<file path="config.mk">
export PLATFORM = sky130hd
export DESIGN_NAME = trg_sequencer
export DESIGN_NICKNAME = d
export VERILOG_FILES = /design/src/rtl/trg_seq_pkg.sv /design/src/rtl/grp_prescaler.sv /design/src/rtl/trg_sequencer.sv
export SDC_FILE = /design/constraint.sdc
export NUM_CORES = 1
export LEC_CHECK = 0
export ABC_AREA = 1
export BUFFER_PORTS_ARGS = -buffer_cell sky130_fd_sc_hd__buf_2
export CORE_MARGIN = 5
export CORE_UTILIZATION = 60
export DETAILED_ROUTE_END_ITERATION = 7
export GPL_TIMING_DRIVEN = 0
export PLACE_DENSITY = 0.91
export SLEW_MARGIN = 20
export SYNTH_ARGS = -nofsm -noshare
export SYNTH_HDL_FRONTEND = slang
export SYNTH_HIERARCHICAL = 1
export SYNTH_SLANG_ARGS = --single-unit
</file>
<file path="constraint.sdc">
create_clock -name clk_in -period 4.8 [get_ports clk_in]
set_clock_uncertainty 0.2 [all_clocks]
set_input_delay 0.72 -clock clk_in [delete_from_list [all_inputs] [get_ports clk_in]]
set_output_delay 0.72 -clock clk_in [all_outputs]
set_load 0.01 [all_outputs]
</file>
<file path="src/rtl/trg_seq_pkg.sv">
// ---------------------------------------------------------------------------
// trg_seq_pkg
// Shared definitions for the trigger sequencer: group count, timing units,
// the sequencer state encoding and a helper that converts the dead-time
// setting (10 us units) into a clock count.
// ---------------------------------------------------------------------------
package trg_seq_pkg;

    localparam int unsigned NUM_GRP        = 5;
    localparam int unsigned DEAD_UNIT_CLKS = 500;   // 10 us at 50 MHz
    localparam int unsigned STRETCH_CLKS   = 50;    // 1 us at 50 MHz
    localparam int unsigned DIV_W          = 6;
    localparam int unsigned DEAD_CNT_W     = 17;    // holds 255 * 500

    typedef enum logic [1:0] {
        S_IDLE   = 2'd0,
        S_WINDOW = 2'd1,
        S_FIRE   = 2'd2,
        S_DEAD   = 2'd3
    } seq_state_t;

    function automatic logic [DEAD_CNT_W-1:0] dead_clks(input logic [7:0] units);
        return DEAD_CNT_W'(units) * DEAD_CNT_W'(DEAD_UNIT_CLKS);
    endfunction

endpackage

</file>
<file path="src/rtl/grp_prescaler.sv">
// ---------------------------------------------------------------------------
// grp_prescaler
// Prescaler for one logic group. Each i_step advances the counter; the step
// passes when the counter equals div-1, after which the counter clears.
// A divide setting of 0 or 1 passes every step.
// With TRG_SEQ_CNT_EN defined, a saturating 16-bit count of passed steps is
// also kept.
//
// Ports:
//   i_clk   - system clock
//   i_srst  - synchronous active-high reset
//   i_step  - advance this prescaler (one cycle)
//   i_div   - divide ratio
//   o_pass  - combinational: this step passes the prescaler
//   o_cnt   - (TRG_SEQ_CNT_EN only) saturating count of passed steps
// ---------------------------------------------------------------------------
module grp_prescaler
    import trg_seq_pkg::*;
(
    input  logic             i_clk,
    input  logic             i_srst,
    input  logic             i_step,
    input  logic [DIV_W-1:0] i_div,
    output logic             o_pass
`ifdef TRG_SEQ_CNT_EN
    ,
    output logic [15:0]      o_cnt
`endif
);

    logic [DIV_W-1:0] r_cnt;
    logic             w_hit;

    assign w_hit  = (i_div <= DIV_W'(1)) || (r_cnt == (i_div - DIV_W'(1)));
    assign o_pass = i_step & w_hit;

    always_ff @(posedge i_clk) begin
        if (i_srst) begin
            r_cnt <= '0;
        end else if (i_step) begin
            r_cnt <= w_hit ? '0 : (r_cnt + DIV_W'(1));
        end
    end

`ifdef TRG_SEQ_CNT_EN
    logic [15:0] r_pass_cnt;

    always_ff @(posedge i_clk) begin
        if (i_srst) begin
            r_pass_cnt <= '0;
        end else if (o_pass && (r_pass_cnt != 16'hFFFF)) begin
            r_pass_cnt <= r_pass_cnt + 16'd1;
        end
    end

    assign o_cnt = r_pass_cnt;
`endif

endmodule

</file>
<file path="src/rtl/trg_sequencer.sv">
// ---------------------------------------------------------------------------
// trg_sequencer
// Collects rising edges of the enabled group match levels over a window,
// applies per-group prescaling, issues a one-cycle trigger with the tag of
// the groups that passed, then holds off for a programmable dead time.
//
// Optional feature macro: TRG_SEQ_CNT_EN adds grp_cnt_out, a saturating
// 16-bit per-group count of passed triggers.
//
// Ports:
//   clk_in        - 50 MHz system clock
//   rst_in        - synchronous active-high reset
//   grp_match_in  - per-group coincidence match level
//   grp_oe_in     - per-group enable
//   grp_div_in    - 6-bit prescale per group, group g at [6g+5:6g]
//   busy_in       - detector busy; blocks start and aborts the window
//   match_win_in  - collection window length in clocks
//   dead_time_in  - dead time in 10 us units
//   trg_out       - one-cycle trigger pulse
//   tag_out       - groups that fired, held until next trigger
//   trg_1us_out   - trg_out stretched to 50 clocks
//   seq_busy_out  - sequencer not idle
//   grp_cnt_out   - (TRG_SEQ_CNT_EN only) 16 bits per group passed counts
// ---------------------------------------------------------------------------
module trg_sequencer
    import trg_seq_pkg::*;
(
    input  logic                     clk_in,
    input  logic                     rst_in,
    input  logic [NUM_GRP-1:0]       grp_match_in,
    input  logic [NUM_GRP-1:0]       grp_oe_in,
    input  logic [DIV_W*NUM_GRP-1:0] grp_div_in,
    input  logic                     busy_in,
    input  logic [7:0]               match_win_in,
    input  logic [7:0]               dead_time_in,
    output logic                     trg_out,
    output logic [NUM_GRP-1:0]       tag_out,
    output logic                     trg_1us_out,
    output logic                     seq_busy_out
`ifdef TRG_SEQ_CNT_EN
    ,
    output logic [16*NUM_GRP-1:0]    grp_cnt_out
`endif
);

    localparam logic [5:0] STRETCH_LOAD = 6'(STRETCH_CLKS);

    seq_state_t              r_state;
    seq_state_t              w_state_next;
    logic [NUM_GRP-1:0]      r_prev;
    logic [NUM_GRP-1:0]      r_evt;
    logic [NUM_GRP-1:0]      r_raw;
    logic [7:0]              r_win_cnt;
    logic [DEAD_CNT_W-1:0]   r_dead_cnt;
    logic                    r_trg;
    logic [NUM_GRP-1:0]      r_tag;
    logic [5:0]              r_str_cnt;

    logic [NUM_GRP-1:0]      w_cur;
    logic [NUM_GRP-1:0]      w_edge;
    logic [NUM_GRP-1:0]      w_pass;
    logic                    w_fire;
    logic                    w_accept;
    logic                    w_trg_next;

    assign w_cur  = grp_match_in & grp_oe_in;
    assign w_edge = w_cur & ~r_prev;
    assign w_fire = (r_state == S_FIRE);

    // Prescalers only advance in FIRE, so an aborted window leaves them alone.
    genvar gi;
    generate
        for (gi = 0; gi < NUM_GRP; gi++) begin : g_presc
            grp_prescaler u_presc (
                .i_clk  (clk_in),
                .i_srst (rst_in),
                .i_step (w_fire & r_raw[gi]),
                .i_div  (grp_div_in[DIV_W*gi +: DIV_W]),
                .o_pass (w_pass[gi])
`ifdef TRG_SEQ_CNT_EN
                ,
                .o_cnt  (grp_cnt_out[16*gi +: 16])
`endif
            );
        end
    endgenerate

    always_comb begin
        w_state_next = r_state;
        w_accept     = 1'b0;
        w_trg_next   = 1'b0;
        case (r_state)
            S_IDLE: begin
                if ((r_evt != '0) && !busy_in) begin
                    w_accept     = 1'b1;
                    w_state_next = (match_win_in == 8'd0) ? S_FIRE : S_WINDOW;
                end
            end
            S_WINDOW: begin
                if (busy_in) begin
                    w_state_next = S_IDLE;
                end else if (r_win_cnt <= 8'd1) begin
                    w_state_next = S_FIRE;
                end
            end
            S_FIRE: begin
                if (w_pass != '0) begin
                    w_trg_next   = 1'b1;
                    w_state_next = S_DEAD;
                end else begin
                    w_state_next = S_IDLE;
                end
            end
            S_DEAD: begin
                if (r_dead_cnt == '0) begin
                    w_state_next = S_IDLE;
                end
            end
            default: w_state_next = S_IDLE;
        endcase
    end

    always_ff @(posedge clk_in) begin
        if (rst_in) begin
            r_state    <= S_IDLE;
            r_prev     <= '0;
            r_evt      <= '0;
            r_raw      <= '0;
            r_win_cnt  <= '0;
            r_dead_cnt <= '0;
            r_trg      <= 1'b0;
            r_tag      <= '0;
            r_str_cnt  <= '0;
        end else begin
            r_state <= w_state_next;
            r_prev  <= w_cur;
            // Edges seen while in DEAD are dropped here, so they can never
            // start a sequence once the sequencer returns to IDLE.
            r_evt   <= (r_state == S_DEAD) ? '0 : w_edge;
            r_trg   <= w_trg_next;

            case (r_state)
                S_IDLE: begin
                    if (w_accept) begin
                        r_raw     <= r_evt;
                        r_win_cnt <= match_win_in;
                    end
                end
                S_WINDOW: begin
                    if (!busy_in) begin
                        r_raw     <= r_raw | r_evt;
                        r_win_cnt <= r_win_cnt - 8'd1;
                    end
                end
                S_DEAD: begin
                    if (r_dead_cnt != '0) begin
                        r_dead_cnt <= r_dead_cnt - DEAD_CNT_W'(1);
                    end
                end
                default: ;
            endcase

            if (w_trg_next) begin
                r_tag      <= w_pass;
                r_dead_cnt <= dead_clks(dead_time_in);
                r_str_cnt  <= STRETCH_LOAD;
            end else if (r_str_cnt != 6'd0) begin
                r_str_cnt  <= r_str_cnt - 6'd1;
            end
        end
    end

    assign trg_out      = r_trg;
    assign tag_out      = r_tag;
    assign trg_1us_out  = (r_str_cnt != 6'd0);
    assign seq_busy_out = (r_state != S_IDLE);

endmodule

</file>
==> results.tsv <==
stage	metric	value	unit
placement	I/O Buffers	66	
pwr	power density cells	317	nW/um2
synthesis	Yosys top cell area share	23.9	%
grt	Total GRT Usage	22.2	%
critical_path	crit path max fanout	6	
clocking	Post-CTS Hold Buffers	0	
finish	most common cell after layout, fill and taps aside	nand2_1	
timing	Worst slew margin	64.4	%
clocking	clock sinks	84	
critical_path	Critical Path, Cell by Cell	buf_2 > fa_1 > xor2_1 > ha_1 > inv_1 > fa_1 > fa_1 > inv_1 > ha_1 > nand2_1 > nand2_1 > nand2_1 > nand2_1 > nand2_1 > nand3_1 > nand2_1 > nand2_1 > nand2_1 > nand3_1 > nand2_1 > inv_1	
floorplanning	Site Rows	39	
synthesis	sequential share of the synthesized area	23.9	%
synthesis	synth warn	6	
timing	min Tclk post-route	4130	ps
grt	largest net degree at the start of global routing	18	
critical_path	Buf/Inv on CP	4	
clocking	cts repair resizes	0	
critical_path	CP Capture Type	flip-flop	
synthesis	Distinct cells, synth	38	
synthesis	Post-Syn Instances	1072	
synthesis	area leader, netlist	dfxtp_1	
synthesis	FFs w/ async S/R, synth	0	%
critical_path	WP data required	4840	ps
floorplanning	Ports	67	
pwr	Pleak	4.16	nW
critical_path	Crit path max-delay family	adder cells	
hold_path	type of the tightest min-delay check	reg -> reg	
detailed_routing	First DRT Iteration DRCs	505	
grt	global-route wire length before repair	26900	um
timing	final setup violation count	0	
finish	n_diodes	0	
run_status	outcome	complete, no violations	
placement	Final GP Congestion	0.924	
timing	achievable clock frequency	242	MHz
critical_path	CP Data Arrival Time	4170	ps
critical_path	crit path from	dead_time_in[0]	
detailed_routing	DR vias/cell	5.28	
synthesis	predominant post-synthesis flop cell	dfxtp_1	
critical_path	crit start category	input port	
grt	grt ovf	0	
timing	hold_ws	192	ps
finish	layout cell share with drive strength beyond 1	12.2	%
detailed_routing	routed vias	6844	
timing	sum of negative setup slack	0	ps
timing	Final Max Slew Viols	0	
synthesis	EDFF count, synth	0	
finish	Final nets	1288	
clocking	Reg clk slew, reported paths	70	ps
clocking	CTS tree	yes	
placement	DP Wirelength	12100	um
critical_path	slowest stage delay, CP	620	ps
flow_run	Max Cap Viol	0	
synthesis	synthesized area per cell	6.55	um2
critical_path	reg-to-reg setup timing slack	1910	ps
timing	worst slew pin tran	534	ps
critical_path	CP Class	in -> reg	
floorplanning	Die Y	118	um
clocking	CTS Buf Count	9	
critical_path	worst r2r src	r_state[1]	
clocking	Clock Path Buffers	2	
floorplanning	Die Wd	118	um
hold_path	min-delay src	r_prev[2]	
critical_path	cell mode on critical path	nand2_1	
detailed_routing	Antenna Violating Nets Remaining	0	
clocking	Root Driver	clkbuf_16	
finish	Area Overhead vs Synth	11.5	%
clocking	setup bufs post-CTS	0	
synthesis	post-synthesis cell area	7030	um2
timing	Tcrit/Tclk final	86.0	%
critical_path	CP max stage cell	fa_1	
synthesis	Syn Nets	1211	
detailed_routing	DRC violations left	0	
detailed_routing	wirelength, routed	15700	um
floorplanning	Die Area	14000	um2
timing	RSZ-0062 raised after global routing	false	
floorplanning	Starting Density	61.3	%
clocking	Worst-Skew Late Latency	340	ps
finish	most frequent cells in the layout	282 x nand2_1, 180 x inv_1, 117 x nor2_1	
pwr	Worst IR Drop VDD	240	uV
grt	initial antenna violation count	0	
detailed_routing	DR pass1 iterations	5	
synthesis	Synth area leaders	dfxtp_1 24%, nand2_1 15%, ha_1 11%	
synthesis	Seq cells post-synth	84	
floorplanning	core area	11500	um2
grt	vias in the first global route	6371	
clocking	depth of the CTS H-tree	3	
timing	Final Hold Viols	0	
detailed_routing	Wirelength per Cell	12.1	um
## worst paths after layout
| path | end | depth (start not counted) |
|---|---|---|
| worst max-delay path | r_dead_cnt[15] | 21 |
| worst min-delay path | r_evt[2] | 1 |
| worst max register to register | r_dead_cnt[3] | 15 |
| worst min register to register | r_evt[2] | 1 |
## metrics by stage
stage | area (um2) | power [W] | util, % | instances | setup slack (ps)
3_5_place_dp | 7530 | 0.00180 | 65.7 | 1281 | 349
6_report | 7830 | 0.00248 | 68.3 | 1297 | 672
3_3_place_gp | 7530 | 0.00176 | 65.7 | 1281 | 373
5_1_grt | 7830 | 0.00268 | 68.3 | 1297 | 401
4_1_cts | 7830 | 0.00248 | 68.3 | 1297 | 679
2_1_floorplan | 7030 | 0.00157 | - | 1072 | 725
## registers in the layout, summed over array words and instances, names as in the netlist
register / cells
tag_out: 5
r_dead_cnt: 17
r_win_cnt: 8
r_str_cnt: 6
r_state: 2
r_raw: 5
g_presc.u_presc/r_cnt: 30
r_prev: 5
r_evt: 5
trg_out: 1
## layout make-up
class	count	area, um2
inverters	193	724
clock inverters	7	70.1
flip-flops and latches	84	1680
clock buffers	9	225
multi-input cells	784	4550
fillers	936	3640
well taps	143	179
repair buffers	66	330
plain buffers	11	71.3
## cell families (layout without fill, tap and decap cells)
group / after synthesis / in the layout / synth area share [%]
AND/OR/NAND/NOR: 555 / 555 / 34.9
adder cells (fa/ha/maj): 80 / 80 / 16.5
buffers and inverters: 204 / 286 / 11.3
flip-flops: 84 / 84 / 23.9
XOR/XNOR: 28 / 28 / 3.49
multiplexers: 1 / 1 / 0.142
AO/OA/AOI/OAI: 120 / 120 / 9.71
## metal layers
layer,up-vias,global-route usage (%),share of wire [%],wire [um]
met1,3055,26.9,43,6800
li1,3537,-,-,-
met4,0,9.03,3.1,491
met2,200,39.0,48,7610
met3,52,3.63,5.3,832
met5,-,0,0,0
## where the power goes
part	total (W)	switching [W]	internal, W	leakage, nW
clock	0.000677	0.000313	0.000364	0.135
sequential	0.000770	0.0000300	0.000740	0.681
combinational	0.00104	0.000639	0.000397	3.34
total	0.00248	0.000982	0.00150	4.16
## cell usage after synthesis, types with 2 or more instances
cell type	instances
xor2_1	22
a21oi_1	47
o21bai_1	3
or2_0	4
ha_1	59
inv_2	13
a21oi_2	5
nor3_4	4
xnor2_1	6
o21ai_0	47
fa_1	21
dfxtp_1	84
buf_2	5
nand2_1	282
o211ai_1	13
nand3_1	95
nor2_4	2
nand3_2	5
nand4_1	11
a22o_1	2
nor2_2	12
nand2_4	2
nor2_1	117
or2_2	2
nor3_1	7
nand2_2	4
clkbuf_1	4
nor4_1	5
inv_1	180
Note: power is estimated with default switching activity, not from simulation.
